[src/rtl/instr_fetch_pkg.sv]
// Shared definitions for the instruction fetch unit: FSM state encoding and
// the buffer entry layout used between the fetch control and its FIFO.
package instr_fetch_pkg;

    localparam logic [1:0] ST_BOOT  = 2'd0;
    localparam logic [1:0] ST_RUN   = 2'd1;
    localparam logic [1:0] ST_FLUSH = 2'd2;

    typedef struct packed {
        logic [31:0] inst;
        logic [31:0] pc;
    } fetch_entry_t;

endpackage

[src/rtl/instr_fetch_buffer.sv]
// Two-entry instruction FIFO holding fetched words with their PCs.
// Clear wins over push/pop so a redirect drops everything in one edge.
module fetch_buffer
    import instr_fetch_pkg::*;
(
    input  logic         clk,
    input  logic         reset_n,
    input  logic         clear,
    input  logic         push,
    input  fetch_entry_t push_entry,
    input  logic         pop,
    output fetch_entry_t head,
    output logic [1:0]   count
);

    fetch_entry_t slots [2];
    logic         rd_ptr;
    logic         wr_ptr;
    logic         do_push;
    logic         do_pop;

    // A push into a full buffer is only legal when the head leaves on the same edge.
    assign do_push = push && ((count != 2'd2) || pop);
    assign do_pop  = pop && (count != 2'd0);
    assign head    = slots[rd_ptr];

    always_ff @(posedge clk or negedge reset_n) begin
        if (!reset_n) begin
            for (int i = 0; i < 2; i++) begin
                slots[i] <= '0;
            end
            rd_ptr <= 1'b0;
            wr_ptr <= 1'b0;
            count  <= 2'd0;
        end else if (clear) begin
            rd_ptr <= 1'b0;
            wr_ptr <= 1'b0;
            count  <= 2'd0;
        end else begin
            if (do_push) begin
                slots[wr_ptr] <= push_entry;
                wr_ptr        <= ~wr_ptr;
            end
            if (do_pop) begin
                rd_ptr <= ~rd_ptr;
            end
            case ({do_push, do_pop})
                2'b10:   count <= count + 2'd1;
                2'b01:   count <= count - 2'd1;
                default: count <= count;
            endcase
        end
    end

endmodule

[src/rtl/instr_fetch.sv]
// Instruction fetch: issues word reads, buffers returns in a 2-entry FIFO and
// handles jump/branch redirects by discarding whatever is still in flight.
module instr_fetch
    import instr_fetch_pkg::*;
#(
    parameter logic [31:0] RESET_PC  = 32'h0,
    parameter int          BUF_DEPTH = 2
) (
    input  logic        clk,
    input  logic        reset_n,
    input  logic        stall,
    input  logic        jb_enable,
    input  logic [31:0] jb_target_pc,
    output logic        imem_rd_en,
    output logic [31:0] imem_addr,
    input  logic [31:0] imem_rdata,
    output logic        inst_valid,
    output logic [31:0] inst,
    output logic [31:0] inst_pc
);

    logic [1:0]   state;
    logic [1:0]   state_next;
    logic [31:0]  fetch_pc;
    logic [31:0]  pending_pc;
    logic         pending;
    logic         discard;
    logic [1:0]   count;
    logic [2:0]   occupancy;
    logic         pop;
    logic         push;
    fetch_entry_t push_entry;
    fetch_entry_t head;

    assign inst_valid = (count != 2'd0);
    assign pop        = inst_valid & ~stall;

    // Reads already in flight count against free space so the FIFO never overflows.
    assign occupancy  = {1'b0, count} + {2'b00, pending} - {2'b00, pop};
    assign imem_rd_en = (state != ST_BOOT) && (occupancy < 3'(BUF_DEPTH));
    assign imem_addr  = fetch_pc;

    assign push       = pending & ~discard & ~jb_enable;
    assign push_entry = '{inst: imem_rdata, pc: pending_pc};

    always_comb begin
        state_next = state;
        case (state)
            ST_BOOT:  state_next = ST_RUN;
            ST_RUN:   state_next = jb_enable ? ST_FLUSH : ST_RUN;
            ST_FLUSH: state_next = jb_enable ? ST_FLUSH : ST_RUN;
            default:  state_next = ST_BOOT;
        endcase
    end

    // A read issued in the redirect cycle returns stale data, so it is tagged as discard.
    always_ff @(posedge clk or negedge reset_n) begin
        if (!reset_n) begin
            state      <= ST_BOOT;
            fetch_pc   <= RESET_PC;
            pending_pc <= 32'h0;
            pending    <= 1'b0;
            discard    <= 1'b0;
        end else begin
            state      <= state_next;
            pending    <= imem_rd_en;
            discard    <= jb_enable & imem_rd_en;
            if (imem_rd_en) begin
                pending_pc <= fetch_pc;
            end
            if (jb_enable) begin
                fetch_pc <= jb_target_pc;
            end else if (imem_rd_en) begin
                fetch_pc <= fetch_pc + 32'd1;
            end
        end
    end

    fetch_buffer u_fetch_buffer (
        .clk        (clk),
        .reset_n    (reset_n),
        .clear      (jb_enable),
        .push       (push),
        .push_entry (push_entry),
        .pop        (pop),
        .head       (head),
        .count      (count)
    );

    assign inst    = head.inst;
    assign inst_pc = head.pc;

endmodule

[config.mk]
export PLATFORM = sky130hd
export DESIGN_NAME = instr_fetch
export DESIGN_NICKNAME = d
export VERILOG_FILES = /design/src/rtl/instr_fetch_pkg.sv /design/src/rtl/instr_fetch_buffer.sv /design/src/rtl/instr_fetch.sv
export SDC_FILE = /design/constraint.sdc
export NUM_CORES = 1
export LEC_CHECK = 0
export ABC_AREA = 1
export CORE_UTILIZATION = 30
export DETAILED_ROUTE_END_ITERATION = 12
export GPL_TIMING_DRIVEN = 0
export PLACE_DENSITY_LB_ADDON = 0.12
export SYNTH_ARGS = -nofsm -noshare
export SYNTH_HDL_FRONTEND = slang
export SYNTH_SLANG_ARGS = --single-unit
[constraint.sdc]
create_clock -name clk -period 3.1 [get_ports clk]
set_input_delay 0.62 -clock clk [delete_from_list [all_inputs] [get_ports clk]]
set_output_delay 0.62 -clock clk [all_outputs]
set_load 0.05 [all_outputs]
==> metrics.md, run 1 <==
| Metric | Value |
|---|---|
| Number of global-route vias before repair | `8363` |
| Startpoint Class | `flip-flop` |
| Clock transition at the registers of the reported paths | `0.08 ns` |
| Routability cong. | `0.852` |
| Max_cap viols | `0` |
| Family with the most delay on the worst path | `adder cells` |
| Ports | `166` |
| Initial core utilization | `0.304` |
| Final core utilization | `0.393` |
| Synth cell types | `27` |
| Crit path max fanout | `4` |
| Post-Route Skew | `0.0151 ns` |
| Grt peak-use layer | `met2` |
| Fmax | `313 MHz` |
| CP max-delay cell | `fa_1` |
| Nets | `1515` |
| Layout Cells excl Fill | `1856` |
| Via count | `8579` |
| Final period utilization | `1.03` |
| Synthesized area | `9580 um^2` |
| Final TNS setup | `-0.0988 ns` |
| Sequential cell area fraction in the yosys report | `0.523` |
| Gr ovfl total | `0` |
| Most used flip-flop cell after synthesis | `dfrtp_1` |
| Worst path bufs/invs | `5` |
| Synth Register Bits | `200` |
| RSZ-0062 raised after global routing | `true` |
| Max_slew headroom | `0.459` |
| Initial DRC Count | `681` |
| Post-synth top area share | `0.523` |
| First-pass iteration count of the detailed router | `5` |
| M3 GR Usage | `0.0344` |
| Drt wl/cell | `15.9 um` |
| CP endpoint kind | `output pin` |
| Slowest cell delay on critical path | `0.51 ns` |
| Syn Nets | `1322` |
| Die area | `32600 um^2` |
| Via density | `4.62` |
| CTS tree | `done` |
| R2R setup slack | `0.18 ns` |
| Final WL | `29.5 mm` |
| Initial antenna violation count | `0` |
| CTS H-tree lvls | `4` |
| Tot Pwr | `14100 uW` |
| Global Route Usage Sum | `0.185` |
| Hold crit path type | `in2async` |
| Worst R2R Path Depth | `17` |
| Setup WS post-layout | `-0.0988 ns` |
| Clk buf depth | `2` |
| Data required, critical path | `2.48 ns` |
| Worst EP arrival | `2.58 ns` |
| ANT nets after route | `0` |
| Post-synth top cells | `460 x nand2_1, 200 x dfrtp_1, 190 x o21ai_0` |
| Largest area contributor in the synthesized netlist | `dfrtp_1` |
| Global-route wire length before repair | `47.1 mm` |
| Syn Area/Cell | `7.67 um^2` |
| Grt met1 use | `0.268` |
| Area delta synth->final | `29.2%` |
| CTS buffer count | `17` |
| DIE WIDTH | `181 um` |
| # diodes | `0` |
| Pins over their slew limit | `0` |
| Failing checks | `negative setup slack` |
| CTS Hold Bufs | `0` |
| Dpl cells | `1816` |
| Final Setup Violations | `1` |
| CP Class | `reg2out` |
| M2 GR Usage | `0.282` |
| Asr flop ratio synth | `1.00` |
| Root buf cell | `clkbuf_16` |
| Most frequent cell after synthesis | `nand2_1` |
| CTS Sinks | `200` |
| Max VDD drop | `552 uV` |
| Critical path cell sequence | `inv_2 -> nand2_2 -> nand2_2 -> inv_2 -> ha_4 -> or2_4 -> fa_1 -> inv_1 -> nor2_2 -> nand3_4 -> clkinvlp_4 -> buf_8` |
| CORE AREA | `31500 um^2` |
| Vert. Die Dim | `181 um` |
| Status | `complete, but fails checks` |
| Post-synth EDFFs | `0` |
| DRC errors left | `0` |
| Final Hold Fails | `0` |
| Num rows | `65` |
| Mapped Cells | `1249` |
| Fill count | `3305` |
| Reg2reg start | `u_fetch_buffer.count[0]` |
| Worst-margin pin slew | `0.812 ns` |
| Final HPWL DP | `21.0 mm` |
| LEAKAGE | `0.00591 uW` |
| Clk Latency, worst-skew pair | `0.45 ns` |
| Yosys warns | `0` |
| Tmin final | `3.20 ns` |
| Pwr per Cell Area | `1140 nW/um^2` |
| Pin count of the biggest net entering global routing | `104` |
| R2r endpoint | `imem_addr[2]` |
| Critical path origin | `u_fetch_buffer.count[0]` |
| Synth area leaders | `dfrtp_1 52%, nand2_1 18%, o21ai_0 9.9%` |
| Port-buffer cells | `164` |
| Layout cells sized above 1 | `0.0729` |
-- flip-flops by register name (all words and copies together), names as in the netlist --
name                   cells
discard                    1
pending                    1
u_fetch_buffer.count       2
pending_pc                32
u_fetch_buffer.wr_ptr      1
u_fetch_buffer.rd_ptr      1
imem_addr                 32
state                      2
u_fetch_buffer.slots     128
-- metrics by stage --
stage	cell area (um^2)	hold WS, ns	setup WS (ns)
3_3_place_gp	11700	0.465	-7.67
5_1_grt	12400	0.289	-0.215
6_report	12400	0.226	-0.0988
2_1_floorplan	9580	0.324	0.00230
4_1_cts	12300	0.266	-0.266
3_5_place_dp	11800	0.470	-1.35
-- cells by family (layout without fill, tap and decap cells) --
group           Yosys count  after routing  synth area share
flops                   200            200             0.523
compound gates          277            277             0.148
buf+inv                 203            408            0.0874
fa+ha+maj                 5              5           0.00732
xor+xnor                  7              7           0.00640
simple gates            557            557             0.228
-- report_power, final --
group,switching (uW),total [uW],internal [uW]
logic,5180,7260,2080
clock network,1090,2240,1150
registers,809,4600,3790
total,7080,14100,7020
-- placed cells by master (no fill, tap or decap), drive strengths merged, types with 4 or more instances in the layout --
master and n:
o211ai 5, dlygate4sd2 59, clkbuf 54, buf 42, nand2 461, inv 143, clkdlybuf4s50 97, o21bai 8
nor2 63, ha 4, a21oi 9, clkinvlp 4, xor2 6, dfrtp 200, nand3 31, o21ai 254
clkinv 4, clkdlybuf4s15 4
-- worst max path at each step --
| stage | cells past startpoint | endpoint |
|---|---|---|
| 2_1_floorplan | 11 | imem_rd_en |
| 3_3_place_gp | 1 | imem_addr[27] |
| 3_5_place_dp | 12 | imem_rd_en |
| 4_1_cts | 12 | imem_rd_en |
| 5_1_grt | 12 | imem_rd_en |
| 6_report | 12 | imem_rd_en |
-- area by class of cell --
class                      count  area [um^2]  area share
multi-input combinational    846         3770       0.305
inverter                     139          526      0.0425
clock buffer                  18          439      0.0355
tap                          402          503      0.0406
buffer                        64          328      0.0265
timing repair buffer         174         1670       0.135
clock inverter                13          138      0.0111
sequential                   200         5010       0.404
-- per-layer routing --
metal / part of all wire / vias to the layer above
met1: 0.50 / 4049
li1: - / 4290
met4: 0.013 / 0
met2: 0.44 / 222
met3: 0.043 / 18
met5: 0 / -
-- what timing repair did --
| item | CTS | global route |
|---|---|---|
| buffers inserted | 4 | 5 |
| endpoints found under the setup margin | 99 | 51 |
| gates resized for setup | 90 | 20 |
| pin swaps | 2 | 6 |
Power figures use the tool's default switching activity.
==> inputs of run 2 (changes only) <==
--- a/config.mk
+++ b/config.mk
@@ -6,6 +6,9 @@
 export NUM_CORES = 1
 export LEC_CHECK = 0
 export ABC_AREA = 1
+export CELL_PAD_IN_SITES_DETAIL_PLACEMENT = 0
+export CELL_PAD_IN_SITES_GLOBAL_PLACEMENT = 2
+export CORE_ASPECT_RATIO = 0.9
 export CORE_UTILIZATION = 30
 export DETAILED_ROUTE_END_ITERATION = 12
 export GPL_TIMING_DRIVEN = 0
==> metrics.md, run 2 (same netlist as run 1, synthesis figures left out) <==
| Metric | Value |
|---|---|
| Status | `complete, but fails checks` |
| Failing checks | `negative setup slack` |
| Max layer used | `met4` |
| Root buf cell | `clkbuf_16` |
| # diodes | `0` |
| Final WL | `30.8 mm` |
| LEAKAGE | `0.00592 uW` |
| Clock power frac | `0.152` |
| CTS H-tree lvls | `4` |
| Final Hold Fails | `0` |
| Switch share | `0.506` |
| Crit path max fanout | `2` |
| Final period utilization | `1.03` |
| Data required, critical path | `2.48 ns` |
| Cell Int Power | `6920 uW` |
| Post-Route Skew | `0.0130 ns` |
| Place WS | `-1.37 ns` |
| Commonest non-fill, non-tap cell in the layout | `nand2_1` |
| Final TNS setup | `-0.0928 ns` |
| Initial antenna violation count | `0` |
| Ports | `166` |
| Gr ovfl total | `0` |
| First-pass iteration count of the detailed router | `5` |
| Clk Latency, worst-skew pair | `0.44 ns` |
| Via count | `8469` |
| Comb power frac | `0.519` |
| Leading cell types in the layout, fill and taps excluded | `457 x nand2_1, 199 x dfrtp_1, 190 x o21ai_0` |
| Worst-margin pin slew | `0.745 ns` |
| Pins over their slew limit | `0` |
| Clock transition at the registers of the reported paths | `0.08 ns` |
| DRC errors left | `0` |
| Number of global-route vias before repair | `8448` |
| Layout cells sized above 1 | `0.0702` |
| ANT nets after route | `0` |
| Max_cap viols | `0` |
| Sequential share of power | `0.329` |
| CTS tree | `done` |
| CTS Sinks | `200` |
| Global-route wire length before repair | `48.9 mm` |
| CP endpoint kind | `output pin` |
| CORE AREA | `31100 um^2` |
| Num rows | `61` |
| Vert. Die Dim | `172 um` |
| Routability cong. | `0.842` |
| Reg2reg start | `u_fetch_buffer.count[1]` |
| Initial core utilization | `0.308` |
| Initial DRC Count | `525` |
| Largest register FFs | `128` |
| Hold crit path type | `in2async` |
| Met2 wire len | `13.6 mm` |
| Global Route Usage Sum | `0.196` |
| CP Class | `reg2out` |
| Tmin final | `3.19 ns` |
| Clk buf depth | `2` |
| Setup WS post-layout | `-0.0928 ns` |
| Startpoint Class | `flip-flop` |
| Met1 WL | `16.0 mm` |
| Nets | `1514` |
| Critical path origin | `u_fetch_buffer.count[1]` |
| Pin count of the biggest net entering global routing | `74` |
| CTS Hold Bufs | `0` |
| Final HPWL DP | `22.2 mm` |
| Port-buffer cells | `164` |
| Pwr per Cell Area | `1130 nW/um^2` |
| Area delta synth->final | `29.1%` |
| Via density | `4.55` |
| RSZ-0062 raised after global routing | `true` |
| Reg with most FFs | `u_fetch_buffer.slots` |
| CTS buffer count | `17` |
| Max VDD drop | `587 uV` |
| Final Setup Violations | `1` |
| Max_slew headroom | `0.503` |
| Worst EP arrival | `2.57 ns` |
| Met3 wire length | `1.02 mm` |
| P_sw | `7090 uW` |
| Die area | `32600 um^2` |
| Drt wl/cell | `16.6 um` |
| DIE WIDTH | `190 um` |
| Fmax | `313 MHz` |
==> run 2: worst max-delay path, stage by stage (launching register included) <==
cell	delay (ns)
dfrtp_2	0.43
inv_2	0.06
nand2_2	0.06
nand2_2	0.08
inv_2	0.05
ha_4	0.20
or2_4	0.22
fa_1	0.51
inv_1	0.05
nor2_2	0.12
nand3_4	0.10
clkinvlp_4	0.11
buf_8	0.15
==> run 2: cell type report <==
cell class	instances	area, um^2
Buffer	64	339
Clock buffer	20	437
Clock inverter	11	92.6
Fill cell	3351	18800
Inverter	139	526
Multi-Input combinational cell	846	3770
Sequential cell	200	5010
Tap cell	409	512
Timing Repair Buffer	173	1680
==> run 2: worst paths after layout <==
kind,endpoint,slack (ns),cells past startpoint
worst max-delay path,imem_rd_en,-0.09,12
worst min-delay path,u_fetch_buffer.slots[122],0.11,1
worst max register to register,imem_addr[19],0.22,16
worst min register to register,u_fetch_buffer.slots[52],0.49,2
max in group asynchronous,u_fetch_buffer.slots[110],2.22,2
min in group clk,u_fetch_buffer.slots[52],0.49,2
==> run 2: routing by layer <==
layer | GRT usage | vias to the layer above
met5 | 0 | -
met4 | 0.0369 | 0
met3 | 0.0277 | 14
met2 | 0.302 | 167
met1 | 0.292 | 3990
li1 | - | 4298
==> run 2: per-stage QoR <==
step | cells | instance area [um^2] | util | hold slack, ns | power [uW]
after CTS | 1859 | 12300 | 0.396 | 0.134 | 14100
after floorplan | 1249 | 9580 | - | 0.324 | 9370
after global routing | 1862 | 12400 | 0.397 | 0.149 | 15100
final | 1862 | 12400 | 0.397 | 0.110 | 14000
after detailed placement | 1824 | 11800 | 0.379 | 0.473 | 12100
after global placement | 1822 | 11700 | 0.377 | 0.463 | 12100
==> run 2: power by group through the flow <==
stage	Combinational, uW	Sequential (uW)	Clock, uW
after floorplan	4290	5070	0
after global placement	7440	4650	0
after detailed placement	7490	4660	0
after CTS	7330	4610	2190
after global routing	8000	4760	2290
final	7280	4610	2120
==> run 2: timing repair <==
item	4_1_cts	5_1_grt
pin swaps	2	6
gates resized for setup	91	15
gates cloned	0	0
buffers inserted	4	3
setup endpoints to repair	123	47
==> inputs of run 3 (changes only) <==
--- a/config.mk
+++ b/config.mk
@@ -6,8 +6,6 @@
 export NUM_CORES = 1
 export LEC_CHECK = 0
 export ABC_AREA = 1
-export CELL_PAD_IN_SITES_DETAIL_PLACEMENT = 0
-export CELL_PAD_IN_SITES_GLOBAL_PLACEMENT = 2
 export CORE_ASPECT_RATIO = 0.9
 export CORE_UTILIZATION = 30
 export DETAILED_ROUTE_END_ITERATION = 12
==> metrics.md, run 3 (same netlist as run 1, synthesis figures left out) <==
| Metric | Value |
|---|---|
| Critical path cell sequence | `inv_2 -> nand2_2 -> nand2_2 -> inv_2 -> ha_4 -> or2_4 -> fa_1 -> inv_1 -> nor2_2 -> nand3_4 -> clkinvlp_4 -> buf_8` |
| Pwr per Cell Area | `1140 nW/um^2` |
| Clk Latency, worst-skew pair | `0.43 ns` |
| Initial DRC Count | `537` |
| Initial antenna violation count | `0` |
| Max VDD drop | `624 uV` |
| Layout cells sized above 1 | `0.0788` |
| Fill count | `3264` |
| Initial core utilization | `0.308` |
| Worst EP arrival | `2.52 ns` |
| CTS Hold Bufs | `0` |
| Global Route Usage Sum | `0.187` |
| Clock transition at the registers of the reported paths | `0.08 ns` |
| First-pass iteration count of the detailed router | `5` |
| Reg with most FFs | `u_fetch_buffer.slots` |
| DIE WIDTH | `190 um` |
| Tmin final | `3.14 ns` |
| Global-route wire length before repair | `46.8 mm` |
| Gr ovfl total | `0` |
| Via density | `4.59` |
| Number of global-route vias before repair | `8398` |
| Drt wl/cell | `16.0 um` |
| Ports | `166` |
| Place WS | `-1.34 ns` |
| Pins over their slew limit | `0` |
| Slowest cell delay on critical path | `0.48 ns` |
| CORE AREA | `31100 um^2` |
| CTS Sinks | `200` |
| Max_cap viols | `0` |
| Final HPWL DP | `21.2 mm` |
| Final WL | `29.9 mm` |
| Final period utilization | `1.01` |
| Largest register FFs | `128` |
| CTS buffer count | `17` |
| Reg2reg start | `u_fetch_buffer.count[1]` |
| ANT nets after route | `0` |
| CTS H-tree lvls | `4` |
| Leading cell types in the layout, fill and taps excluded | `458 x nand2_1, 199 x dfrtp_1, 190 x o21ai_0` |
| Vert. Die Dim | `172 um` |
| Commonest non-fill, non-tap cell in the layout | `nand2_1` |
| LEAKAGE | `0.00609 uW` |
| Die area | `32600 um^2` |
| Routability cong. | `0.867` |
| Fmax | `319 MHz` |
| Startpoint Class | `flip-flop` |
| Setup WS post-layout | `-0.0392 ns` |
| Final Setup Violations | `1` |
| Worst R2R Path Depth | `16` |
| CP endpoint kind | `output pin` |
| Layout Cells excl Fill | `1869` |
| Status | `complete, but fails checks` |
| Max_slew headroom | `0.527` |
| Worst-margin pin slew | `0.710 ns` |
| Port-buffer cells | `164` |
| Nets | `1520` |
| # diodes | `0` |
| CTS tree | `done` |
| Pin count of the biggest net entering global routing | `87` |
| CP Class | `reg2out` |
| Final core utilization | `0.400` |
| Root buf cell | `clkbuf_16` |
| CP max-delay cell | `fa_1` |
| Clk buf depth | `2` |
| Final Hold Fails | `0` |
| Area delta synth->final | `30.2%` |
| RSZ-0062 raised after global routing | `true` |
| Data required, critical path | `2.48 ns` |
| Dpl cells | `1824` |
| Num rows | `61` |
| Hold slack | `0.0947 ns` |
| Crit path max fanout | `2` |
| Via count | `8582` |
| R2R setup slack | `0.16 ns` |
| DRC errors left | `0` |
| Failing checks | `negative setup slack` |
| Hold crit path type | `in2async` |
| Post-Route Skew | `0.0146 ns` |
| R2r endpoint | `imem_addr[2]` |
## run 3: cell types whose count changed in the layout (fill, tap and decap cells not counted), moves of 2 or more
cell	before	now
clkinvlp_4	5	2
dlygate4sd2_1	60	47
inv_6	4	6
clkinv_4	0	3
buf_2	15	18
clkbuf_2	9	14
dlymetal6s2s_1	2	13
clkbuf_1	28	24
buf_4	20	25
## run 3: through the flow
stage / cell area (um^2) / setup TNS, ns / total power (uW)
6_report: 12500 / -0.0392 / 14200
5_1_grt: 12500 / -0.154 / 15200
4_1_cts: 12400 / -0.107 / 14300
3_5_place_dp: 11800 / -34.18 / 12100
3_3_place_gp: 11700 / -1571.13 / 12100
2_1_floorplan: 9580 / 0 / 9370
## run 3: area by class of cell
| cell class | instances | area [um^2] | area share |
|---|---|---|---|
| plain buffers | 64 | 327 | 0.0262 |
| clock buffers | 17 | 425 | 0.0341 |
| clock inverters | 15 | 155 | 0.0124 |
| inverters | 139 | 526 | 0.0421 |
| multi-input cells | 846 | 3770 | 0.302 |
| flip-flops and latches | 200 | 5010 | 0.401 |
| well taps | 409 | 512 | 0.0410 |
| repair buffers | 179 | 1750 | 0.141 |
## run 3: how the worst max path moves through the flow
stage,from,to,slack [ns],cells after the start
finish,u_fetch_buffer.count[1],imem_rd_en,-0.04,12
global route,u_fetch_buffer.count[0],imem_rd_en,-0.15,12
CTS,u_fetch_buffer.count[1],imem_rd_en,-0.11,12
detailed placement,stall,imem_rd_en,-1.34,12
global placement,reset_n,imem_addr[25],-7.72,1
floorplan,u_fetch_buffer.count[1],imem_rd_en,0.002,11
## run 3: critical path: cells and delay by family (launching register included)
kind          cells  cell delay [ns]
simple gates      5             0.55
fa+ha+maj         2             0.68
buf+inv           5             0.42
flops             1             0.41
## run 3: repair_timing
item | in CTS | in global routing
hold endpoints to repair | 0 | 0
endpoints found under the setup margin | 99 | 45
resized for setup | 72 | 41
cloned | 0 | 0
setup buffers | 11 | 2
pin swaps | 6 | 5
## run 3: metal layers
layer  share of wire  global-route usage
met4           0.011              0.0390
met1            0.51               0.279
met5               0                   0
met2            0.43               0.281
met3           0.048              0.0333
## run 3: where the power goes
part | internal [uW] | switching, uW
Sequential | 3790 | 815
Clock | 1150 | 1110
Combinational | 2130 | 5210
